<file path="src/rtl/quad_encoder_tx_pkg.sv">
// Shared definitions for the quadrature encoder transmitter.
//   quad_state_e : move-control FSM states (IDLE, DWELL, FINISH)
//   MIN_PERIOD   : smallest edge spacing in clk cycles; shorter requests are clamped up
//   phase_step() : next {A,B} phase in forward (B leads A) or reverse order
package quad_pkg;

    typedef enum logic [1:0] {
        IDLE   = 2'd0,
        DWELL  = 2'd1,
        FINISH = 2'd2
    } quad_state_e;

    localparam int MIN_PERIOD = 4;

    // Gray sequence {A,B}: 00 -> 01 -> 11 -> 10 -> 00 forward; reverse walks it backwards.
    function automatic logic [1:0] phase_step(input logic [1:0] ab, input logic reverse);
        logic [1:0] nxt;
        nxt = ab;
        if (!reverse) begin
            case (ab)
                2'b00:   nxt = 2'b01;
                2'b01:   nxt = 2'b11;
                2'b11:   nxt = 2'b10;
                default: nxt = 2'b00;
            endcase
        end else begin
            case (ab)
                2'b00:   nxt = 2'b10;
                2'b10:   nxt = 2'b11;
                2'b11:   nxt = 2'b01;
                default: nxt = 2'b00;
            endcase
        end
        return nxt;
    endfunction

endpackage

</file>
<file path="src/rtl/quad_encoder_tx_step_timer.sv">
// quad_step_timer: reloadable period down-counter pacing the encoder edges.
//   clk, rst_n : clock, asynchronous active-low reset
//   en         : count while high (move in progress)
//   load       : start a new move; latches period
//   period     : edge spacing in clk cycles (caller guarantees >= 2)
//   tick       : one-cycle pulse in the cycle before each edge becomes visible
// The edge is registered, so the tick has to lead it by one cycle. The first
// interval is therefore loaded with period-2 (the load cycle itself counts as
// cycle 0 of the move) and every later interval with period-1.
module quad_step_timer #(
    parameter int PERIOD_W = 16
) (
    input  logic                clk,
    input  logic                rst_n,
    input  logic                en,
    input  logic                load,
    input  logic [PERIOD_W-1:0] period,
    output logic                tick
);
    logic [PERIOD_W-1:0] cnt_q, cnt_d;
    logic [PERIOD_W-1:0] per_q, per_d;

    assign tick = en && (cnt_q == '0);

    always_comb begin
        cnt_d = cnt_q;
        per_d = per_q;
        if (load) begin
            cnt_d = period - PERIOD_W'(2);
            per_d = period;
        end else if (en) begin
            if (cnt_q == '0) cnt_d = per_q - PERIOD_W'(1);
            else             cnt_d = cnt_q - PERIOD_W'(1);
        end
    end

    always_ff @(posedge clk or negedge rst_n) begin
        if (!rst_n) begin
            cnt_q <= '0;
            per_q <= '0;
        end else begin
            cnt_q <= cnt_d;
            per_q <= per_d;
        end
    end
endmodule

</file>
<file path="src/rtl/quad_encoder_tx.sv">
// quad_encoder_tx: emits a commanded number of quadrature edges on quadA/quadB
// at a programmable spacing and tracks the signed edge count in position.
//   clk, rst_n           : clock, asynchronous active-low reset
//   cmd_valid/cmd_ready  : command handshake (ready only in IDLE)
//   cmd_steps            : signed edge count; sign selects direction
//   cmd_period           : clk cycles between edges, clamped to >= MIN_PERIOD
//   abort                : end the move after the current phase
//   quadA, quadB         : registered encoder phases
//   busy, done           : move in progress / one-cycle end-of-move pulse
//   position             : signed edge count since reset, wraps
//   state_dbg            : current FSM state for observation
module quad_encoder_tx
    import quad_pkg::*;
#(
    parameter int STEP_W   = 10,
    parameter int PERIOD_W = 16,
    parameter int POS_W    = 16
) (
    input  logic                       clk,
    input  logic                       rst_n,
    input  logic                       cmd_valid,
    output logic                       cmd_ready,
    input  logic signed [STEP_W-1:0]   cmd_steps,
    input  logic        [PERIOD_W-1:0] cmd_period,
    input  logic                       abort,
    output logic                       quadA,
    output logic                       quadB,
    output logic                       busy,
    output logic                       done,
    output logic signed [POS_W-1:0]    position,
    output quad_state_e                state_dbg
);
    localparam logic [PERIOD_W-1:0] MIN_P = PERIOD_W'(MIN_PERIOD);

    quad_state_e         state_q, state_d;
    logic [1:0]          ab_q, ab_d;
    logic [POS_W-1:0]    pos_q, pos_d;
    logic [STEP_W-1:0]   rem_q, rem_d;
    logic                dir_q, dir_d;   // 1 = negative (reverse phase order)
    logic                done_q, done_d;

    logic                accept;
    logic                tick;
    logic [STEP_W-1:0]   steps_raw;
    logic [STEP_W-1:0]   steps_mag;
    logic [PERIOD_W-1:0] eff_period;

    assign accept    = cmd_valid && (state_q == IDLE);
    assign steps_raw = cmd_steps;
    // Unsigned magnitude: the most negative command maps to 2^(STEP_W-1) cleanly.
    assign steps_mag = steps_raw[STEP_W-1] ? (~steps_raw + STEP_W'(1)) : steps_raw;
    assign eff_period = (cmd_period < MIN_P) ? MIN_P : cmd_period;

    quad_step_timer #(
        .PERIOD_W (PERIOD_W)
    ) u_timer (
        .clk    (clk),
        .rst_n  (rst_n),
        .en     (state_q == DWELL),
        .load   (accept),
        .period (eff_period),
        .tick   (tick)
    );

    always_comb begin
        state_d = state_q;
        ab_d    = ab_q;
        pos_d   = pos_q;
        rem_d   = rem_q;
        dir_d   = dir_q;
        done_d  = 1'b0;
        case (state_q)
            IDLE: begin
                if (accept) begin
                    rem_d = steps_mag;
                    dir_d = steps_raw[STEP_W-1];
                    if (steps_mag == '0) begin
                        state_d = FINISH;
                        done_d  = 1'b1;
                    end else begin
                        state_d = DWELL;
                    end
                end
            end
            DWELL: begin
                if (rem_q == '0) begin
                    // Last edge went out in the previous cycle (or abort coincided with it).
                    state_d = FINISH;
                    done_d  = 1'b1;
                end else if (tick) begin
                    ab_d  = phase_step(ab_q, dir_q);
                    pos_d = dir_q ? (pos_q - POS_W'(1)) : (pos_q + POS_W'(1));
                    // An abort landing on an edge lets the edge out, then ends via rem==0.
                    rem_d = abort ? '0 : (rem_q - STEP_W'(1));
                end else if (abort) begin
                    state_d = FINISH;
                    done_d  = 1'b1;
                end
            end
            FINISH: begin
                state_d = IDLE;
            end
            default: begin
                state_d = IDLE;
            end
        endcase
    end

    always_ff @(posedge clk or negedge rst_n) begin
        if (!rst_n) begin
            state_q <= IDLE;
            ab_q    <= 2'b00;
            pos_q   <= '0;
            rem_q   <= '0;
            dir_q   <= 1'b0;
            done_q  <= 1'b0;
        end else begin
            state_q <= state_d;
            ab_q    <= ab_d;
            pos_q   <= pos_d;
            rem_q   <= rem_d;
            dir_q   <= dir_d;
            done_q  <= done_d;
        end
    end

    assign cmd_ready = (state_q == IDLE);
    assign busy      = (state_q != IDLE);
    assign done      = done_q;
    assign quadA     = ab_q[1];
    assign quadB     = ab_q[0];
    assign position  = pos_q;
    assign state_dbg = state_q;
endmodule
</file>
<file path="config.mk">
export PLATFORM = sky130hd
export DESIGN_NAME = quad_encoder_tx
export DESIGN_NICKNAME = d
export VERILOG_FILES = /design/src/rtl/quad_encoder_tx_pkg.sv /design/src/rtl/quad_encoder_tx_step_timer.sv /design/src/rtl/quad_encoder_tx.sv
export SDC_FILE = /design/constraint.sdc
export NUM_CORES = 1
export LEC_CHECK = 0
export CORE_MARGIN = 2
export CORE_UTILIZATION = 57
export CTS_CLUSTER_SIZE = 30
export DETAILED_ROUTE_END_ITERATION = 10
export PLACE_DENSITY = 0.86
export SLEW_MARGIN = 20
export SYNTH_ARGS = -nofsm -noshare
export SYNTH_HDL_FRONTEND = slang
export SYNTH_HIERARCHICAL = 1
export SYNTH_SLANG_ARGS = --single-unit
</file>
<file path="constraint.sdc">
create_clock -name clk -period 3 [get_ports clk]
set_input_delay 0.45 -clock clk [delete_from_list [all_inputs] [get_ports clk]]
set_output_delay 0.45 -clock clk [all_outputs]
set_load 0.1 [all_outputs]
</file>
==> metrics.yaml, run 1 <==
clock_tree:
  cts_inserted_buffers: 9
  cts_tree: "built"
  htreeDepth: 3
  cts_sinks: 64
  cts_resized: 0
  cts_root_buffer: "clkbuf_8"
  hold_buffers: 0
  path_clk_slew_ns: 0.07
  worstSkewPairLatency_ns: 0.36
  clk_path_buf_depth: 2
  post_cts_buffers: 0
drt:
  vias_per_cell: 6.41
  ant_nets: 0
  drt_wl_total_um: 12700
  wire_per_inst_um: 17.6
  drtIter0Drc: 358
  vias: 4638
  first_pass_iters: 5
  drc: 0
timing:
  hold_viol: 0
  rsz0062_at_grt: "no"
  maxSlewViolCount: 0
  setup_viol_count_final: 0
  clock_skew_ns: 0.00974
  fmax_mhz: 354
  min_period_over_period: 0.943
  relSlewSlack: 0.466
  period_minus_slack_ns: 2.83
  worst_pin_slew_ns: 0.801
final_layout:
  antenna_cells: 0
  final_area_mm2: 0.00577
  area_growth_pct: 18.6
  layout_commonest_cell: "dfrtp_1"
  fin_util: 0.699
  drive_above_1_share: 0.189
  fillers: 658
  nets: 664
  final_cell_mix: "dfrtp_1, buf_4, nand2_1"
worst_setup_path:
  reg2reg_from: "u_timer/cnt_q[9]$_DFFE_PN0P_"
  worst_ep_arrival_time_ns: 3.08
  worstSetupStartpointType: "register"
  r2r-end: "u_timer/cnt_q[14]$_DFFE_PN0P_"
  critPathRequiredTime_ns: 3.25
  criticalPathCategory: "reg -> reg"
  r2r_slack_ns: 0.17
  reg2reg_depth: 11
  critPathMaxFanout: 8
  endpoint_kind: "register"
floorplan:
  io_pins: 53
  core_area_mm2: 0.00826
  initial_core_util: 0.589
  rows: 33
  die_w_um: 96.4
  dieHeight_um: 96.4
  die_area_mm2: 0.00929
yosys:
  yosysSeqAreaShare: 0.329
  syn_area_mm2: 0.00486
  synthArstFlopShare: 1.00
  synth.distinct_cells: 84
  netlist_instances: 550
  synth-seq-cells: 64
  synth_nets: 599
  avgSynthCellArea_um2: 8.84
  ys_warn_count: 6
  synth-edff-count: 0
  synth_ff_type: "dfrtp_1"
grt:
  grt_max_degree: 42
  antenna_found_initial: 0
  overflow: 0
  track_usage: 0.288
  grt_pass1_wl_um: 20800
  grt_pass1_vias: 4412
power:
  p_total_mw: 4.35
  p_leak_nw: 2.39
  power_density_mw_per_mm2: 754
  irDropWorstVdd_mv: 0.416
place:
  portBuffers: 52
  gp_routability_congestion: 0.896
  placed_area_mm2: 0.00558
  hpwl_um: 9210
status:
  status: "finished, final reports clean"
run:
  maxCapViolCount: 0
min_path:
  hold_class: "in -> async"
[cells by family (layout without fill, tap and decap cells)]
logic type,Yosys count,after routing,share of synthesized area
and+or+nand+nor,192,192,0.223
AOI/OAI and AO/OA,170,170,0.247
DFF,64,64,0.329
buffers and inverters,53,122,0.0478
xor gates and xnor gates,35,35,0.0630
adders and majority gates,19,19,0.0504
muxes,17,17,0.0388
[metrics by stage]
| stage | setup WS [ns] | cells | setup TNS, ns | hold slack, ns |
|---|---|---|---|---|
| after floorplan | 0.172 | 550 | 0 | 0.154 |
| after global placement | 0.108 | 709 | 0 | 0.477 |
| after detailed placement | -0.0212 | 709 | -0.0212 | 0.482 |
| after CTS | 0.244 | 724 | 0 | 0.191 |
| after global routing | 0.00333 | 724 | 0 | 0.215 |
| final | 0.171 | 724 | 0 | 0.176 |
[power breakdown]
part | internal (mW) | switching (mW)
Combinational | 0.809 | 1.22
Clock | 0.401 | 0.347
Sequential | 1.15 | 0.416
Total | 2.36 | 1.98
[how the worst max path moves through the flow]
stage / depth (start not counted) / start / endpoint / slack (ns)
after floorplan: 6 / state_dbg[1]$_DFFE_PN0P_ / u_timer/per_q[10]$_DFFE_PN0P_ / 0.17
after global placement: 12 / cmd_period[15] / u_timer/cnt_q[15]$_DFFE_PN0P_ / 0.11
after detailed placement: 10 / cmd_period[15] / u_timer/cnt_q[10]$_DFFE_PN0P_ / -0.02
after CTS: 11 / u_timer/cnt_q[6]$_DFFE_PN0P_ / u_timer/cnt_q[14]$_DFFE_PN0P_ / 0.24
after global routing: 11 / u_timer/cnt_q[6]$_DFFE_PN0P_ / u_timer/cnt_q[14]$_DFFE_PN0P_ / 0.003
final: 11 / u_timer/cnt_q[9]$_DFFE_PN0P_ / u_timer/cnt_q[14]$_DFFE_PN0P_ / 0.17
[state kept, by name, summed over array words and instances (netlist names)]
signal / cells
dir_q: 1
ab_q: 2
u_timer/cnt_q: 16
done: 1
state_dbg: 2
u_timer/per_q: 16
position: 16
rem_q: 10
[Yosys cell counts, types with 11 or more instances]
cell | number | area (µm²)
nor3_1 | 18 | 90.1
o21ai_0 | 37 | 185
nor2_1 | 36 | 135
clkbuf_1 | 23 | 86.3
xor2_1 | 21 | 184
a21oi_1 | 25 | 125
xnor2_1 | 14 | 123
nor4_1 | 11 | 68.8
nand2_1 | 54 | 203
dfrtp_1 | 64 | 1600
o22ai_1 | 12 | 75.1
inv_1 | 20 | 75.1
mux2_2 | 15 | 169
ha_1 | 18 | 225
[layout make-up]
class / count / area, µm² / share of cell area
Timing Repair Buffer: 87 / 733 / 0.127
Clock inverter: 3 / 42.5 / 0.00737
Inverter: 20 / 75.1 / 0.0130
Tap cell: 105 / 131 / 0.0228
Multi-Input combinational cell: 433 / 3040 / 0.527
Sequential cell: 64 / 1600 / 0.278
Clock buffer: 12 / 145 / 0.0252
[critical path, stage by stage, from the launching register on]
cell	delay, ns
dfrtp_1	0.48
nor3_1	0.15
nand2_1	0.11
nor2_1	0.07
a21oi_1	0.21
ha_1	0.23
nor3b_1	0.36
nand3_1	0.15
a311o_1	0.40
or3_1	0.33
a21oi_1	0.18
nor2_1	0.06
[per-layer routing]
| layer | GRT usage | wire (µm) | vias to the layer above |
|---|---|---|---|
| li1 | - | - | 2193 |
| met1 | 0.370 | 5260 | 2212 |
| met2 | 0.468 | 6160 | 199 |
| met3 | 0.0644 | 1010 | 34 |
| met4 | 0.120 | 301 | 0 |
| met5 | 0 | 0 | - |
Power figures use the tool's default switching activity.
==> run 2, diff against run 1 <==
--- a/config.mk
+++ b/config.mk
@@ -6,10 +6,10 @@
 export NUM_CORES = 1
 export LEC_CHECK = 0
 export CORE_MARGIN = 2
-export CORE_UTILIZATION = 57
+export CORE_UTILIZATION = 52
 export CTS_CLUSTER_SIZE = 30
 export DETAILED_ROUTE_END_ITERATION = 10
-export PLACE_DENSITY = 0.86
+export PLACE_DENSITY = 0.83
 export SLEW_MARGIN = 20
 export SYNTH_ARGS = -nofsm -noshare
 export SYNTH_HDL_FRONTEND = slang
==> constraint.sdc (replaced) <==
create_clock -name clk -period 2.45 [get_ports clk]
set_input_delay 0.3675 -clock clk [delete_from_list [all_inputs] [get_ports clk]]
set_output_delay 0.3675 -clock clk [all_outputs]
set_load 0.1 [all_outputs]
==> run 2 against run 1 <==
The run now ends with setup timing left. Final cell count rose by 5.4%. Wire length rose by 9.2%. Worst hold slack got worse by 0.16 ns. Combinational power rose by 48%. Largest power group unchanged.
==> metrics.yaml, run 2 (synthesis results as in run 1) <==
floorplan:
  io_pins: 53
  rows: 35
  core_area_mm2: 0.00915
  dieHeight_um: 101
  die_w_um: 101
  die_area_mm2: 0.0101
  initial_core_util: 0.532
grt:
  antenna_found_initial: 0
  track_usage: 0.273
  grt_pass1_wl_um: 22200
  grt_max_degree: 43
  overflow: 0
  grt_pass1_vias: 4690
timing:
  maxSlewViolCount: 0
  setup_ws_ns: -0.0301
  clock_skew_ns: 0.0136
  rsz0062_at_grt: "yes"
  worst_pin_slew_ns: 0.589
  period_minus_slack_ns: 2.48
  min_period_over_period: 1.01
  setup_viol_count_final: 1
  relSlewSlack: 0.607
  fmax_mhz: 403
  hold_viol: 0
place:
  portBuffers: 52
  placed_area_mm2: 0.00588
  gp_routability_congestion: 0.955
  hpwl_um: 9770
worst_setup_path:
  r2r_slack_ns: -0.03
  worst_ep_arrival_time_ns: 2.72
  endpoint_kind: "register"
  critPathMaxFanout: 4
  criticalPathCategory: "reg -> reg"
  critPathRequiredTime_ns: 2.69
  worstSetupStartpointType: "register"
final_layout:
  area_growth_pct: 30.6
  drive_above_1_share: 0.302
  antenna_cells: 0
  layout_commonest_cell: "buf_4"
  final_area_mm2: 0.00635
  nets: 696
  final_cell_mix: "buf_4, nand2_1, dfrtp_1"
  fillers: 686
clock_tree:
  cts_inserted_buffers: 9
  hold_buffers: 0
  cts_sinks: 64
  path_clk_slew_ns: 0.08
  worstSkewPairLatency_ns: 0.35
  cts_root_buffer: "clkbuf_8"
  htreeDepth: 3
  cts_tree: "built"
  clk_path_buf_depth: 2
drt:
  first_pass_iters: 5
  drc: 0
  vias: 4887
  ant_nets: 0
  drtIter0Drc: 385
  drt_wl_total_um: 13900
  vias_per_cell: 6.40
  wire_per_inst_um: 18.2
power:
  power_density_mw_per_mm2: 959
  combinationalPowerShare: 0.494
  seq_power_share: 0.315
  p_total_mw: 6.09
  irDropWorstVdd_mv: 0.591
  p_int_mw: 3.40
  switchingPower_mw: 2.69
  p_leak_nw: 2.73
  switching_share: 0.442
  power.share.clock: 0.190
min_path:
  hold_class: "in -> async"
status:
  status: "complete, but fails checks"
  violations: "setup timing"
run:
  maxCapViolCount: 0
run 2: changes by cell type in the layout (fill, tap and decap cells not counted), sizes merged:
cell and delta:
buf +32, bufinv +2, clkbuf -2, clkdlybuf4s50 -12
dlymetal6s2s +12, inv +1
run 2: critical path, stage by stage (launching register included):
cell	delay, ns
dfrtp_1	0.44
nor3_2	0.09
nand3_2	0.10
nor2_4	0.06
a21oi_2	0.16
ha_2	0.20
nor3b_4	0.25
nand3_2	0.11
a311o_1	0.37
or3_4	0.38
a21oi_2	0.14
nor2_1	0.06
run 2: path summary, 6_finish.rpt:
kind | cells past startpoint | endpoint | from
min | 1 | position[8]$_DFFE_PN0P_ | rst_n
min in group clk | 3 | u_timer/per_q[14]$_DFFE_PN0P_ | cmd_period[14]
max in group asynchronous | 2 | u_timer/cnt_q[10]$_DFFE_PN0P_ | rst_n
min reg2reg | 1 | rem_q[9]$_DFFE_PN0P_ | rem_q[9]$_DFFE_PN0P_
max | 11 | u_timer/cnt_q[14]$_DFFE_PN0P_ | u_timer/cnt_q[15]$_DFFE_PN0P_
max reg2reg | 11 | u_timer/cnt_q[14]$_DFFE_PN0P_ | u_timer/cnt_q[15]$_DFFE_PN0P_
run 2: timing repair:
| action | 4_1_cts | 5_1_grt |
|---|---|---|
| cloned | 0 | 0 |
| gates resized for setup | 4 | 38 |
| buffers inserted | 1 | 5 |
| pin swaps | 2 | 19 |
| setup endpoints to repair | 6 | 15 |
run 2: through the flow:
stage                     utilization  std cells  hold WS [ns]  worst slack [ns]  setup TNS [ns]
after floorplan                     -        550        0.0719           -0.0133         -0.0152
after global placement          0.643        741         0.405            -0.313           -2.04
after detailed placement        0.643        741         0.405            -0.390           -2.67
after CTS                       0.674        758        0.0220          -0.00420        -0.00420
after global routing            0.694        763        0.0575            -0.129          -0.250
final                           0.694        763        0.0146           -0.0301         -0.0301
run 2: area by class of cell:
type	instances	area, µm²	share of cell area
well taps	111	139	0.0219
clock buffers	10	138	0.0217
inverters	20	75.1	0.0118
repair buffers	119	1030	0.162
multi-input cells	433	3230	0.508
clock inverters	6	115	0.0181
flip-flops and latches	64	1630	0.257
run 2: per-layer routing:
layer | global-route usage | part of all wire | vias to the layer above
li1 | - | - | 2251
met1 | 0.355 | 0.42 | 2386
met2 | 0.456 | 0.49 | 217
met3 | 0.0513 | 0.071 | 33
met4 | 0.0948 | 0.019 | 0
met5 | 0 | 0 | -
run 2: power groups by stage:
stage	sequential [mW]	combinational, mW	clock, mW
after detailed placement	1.88	2.79	0
after global placement	1.86	2.68	0
after CTS	1.87	2.85	1.17
final	1.92	3.01	1.16
after floorplan	1.97	1.79	0
after global routing	1.96	3.24	1.22
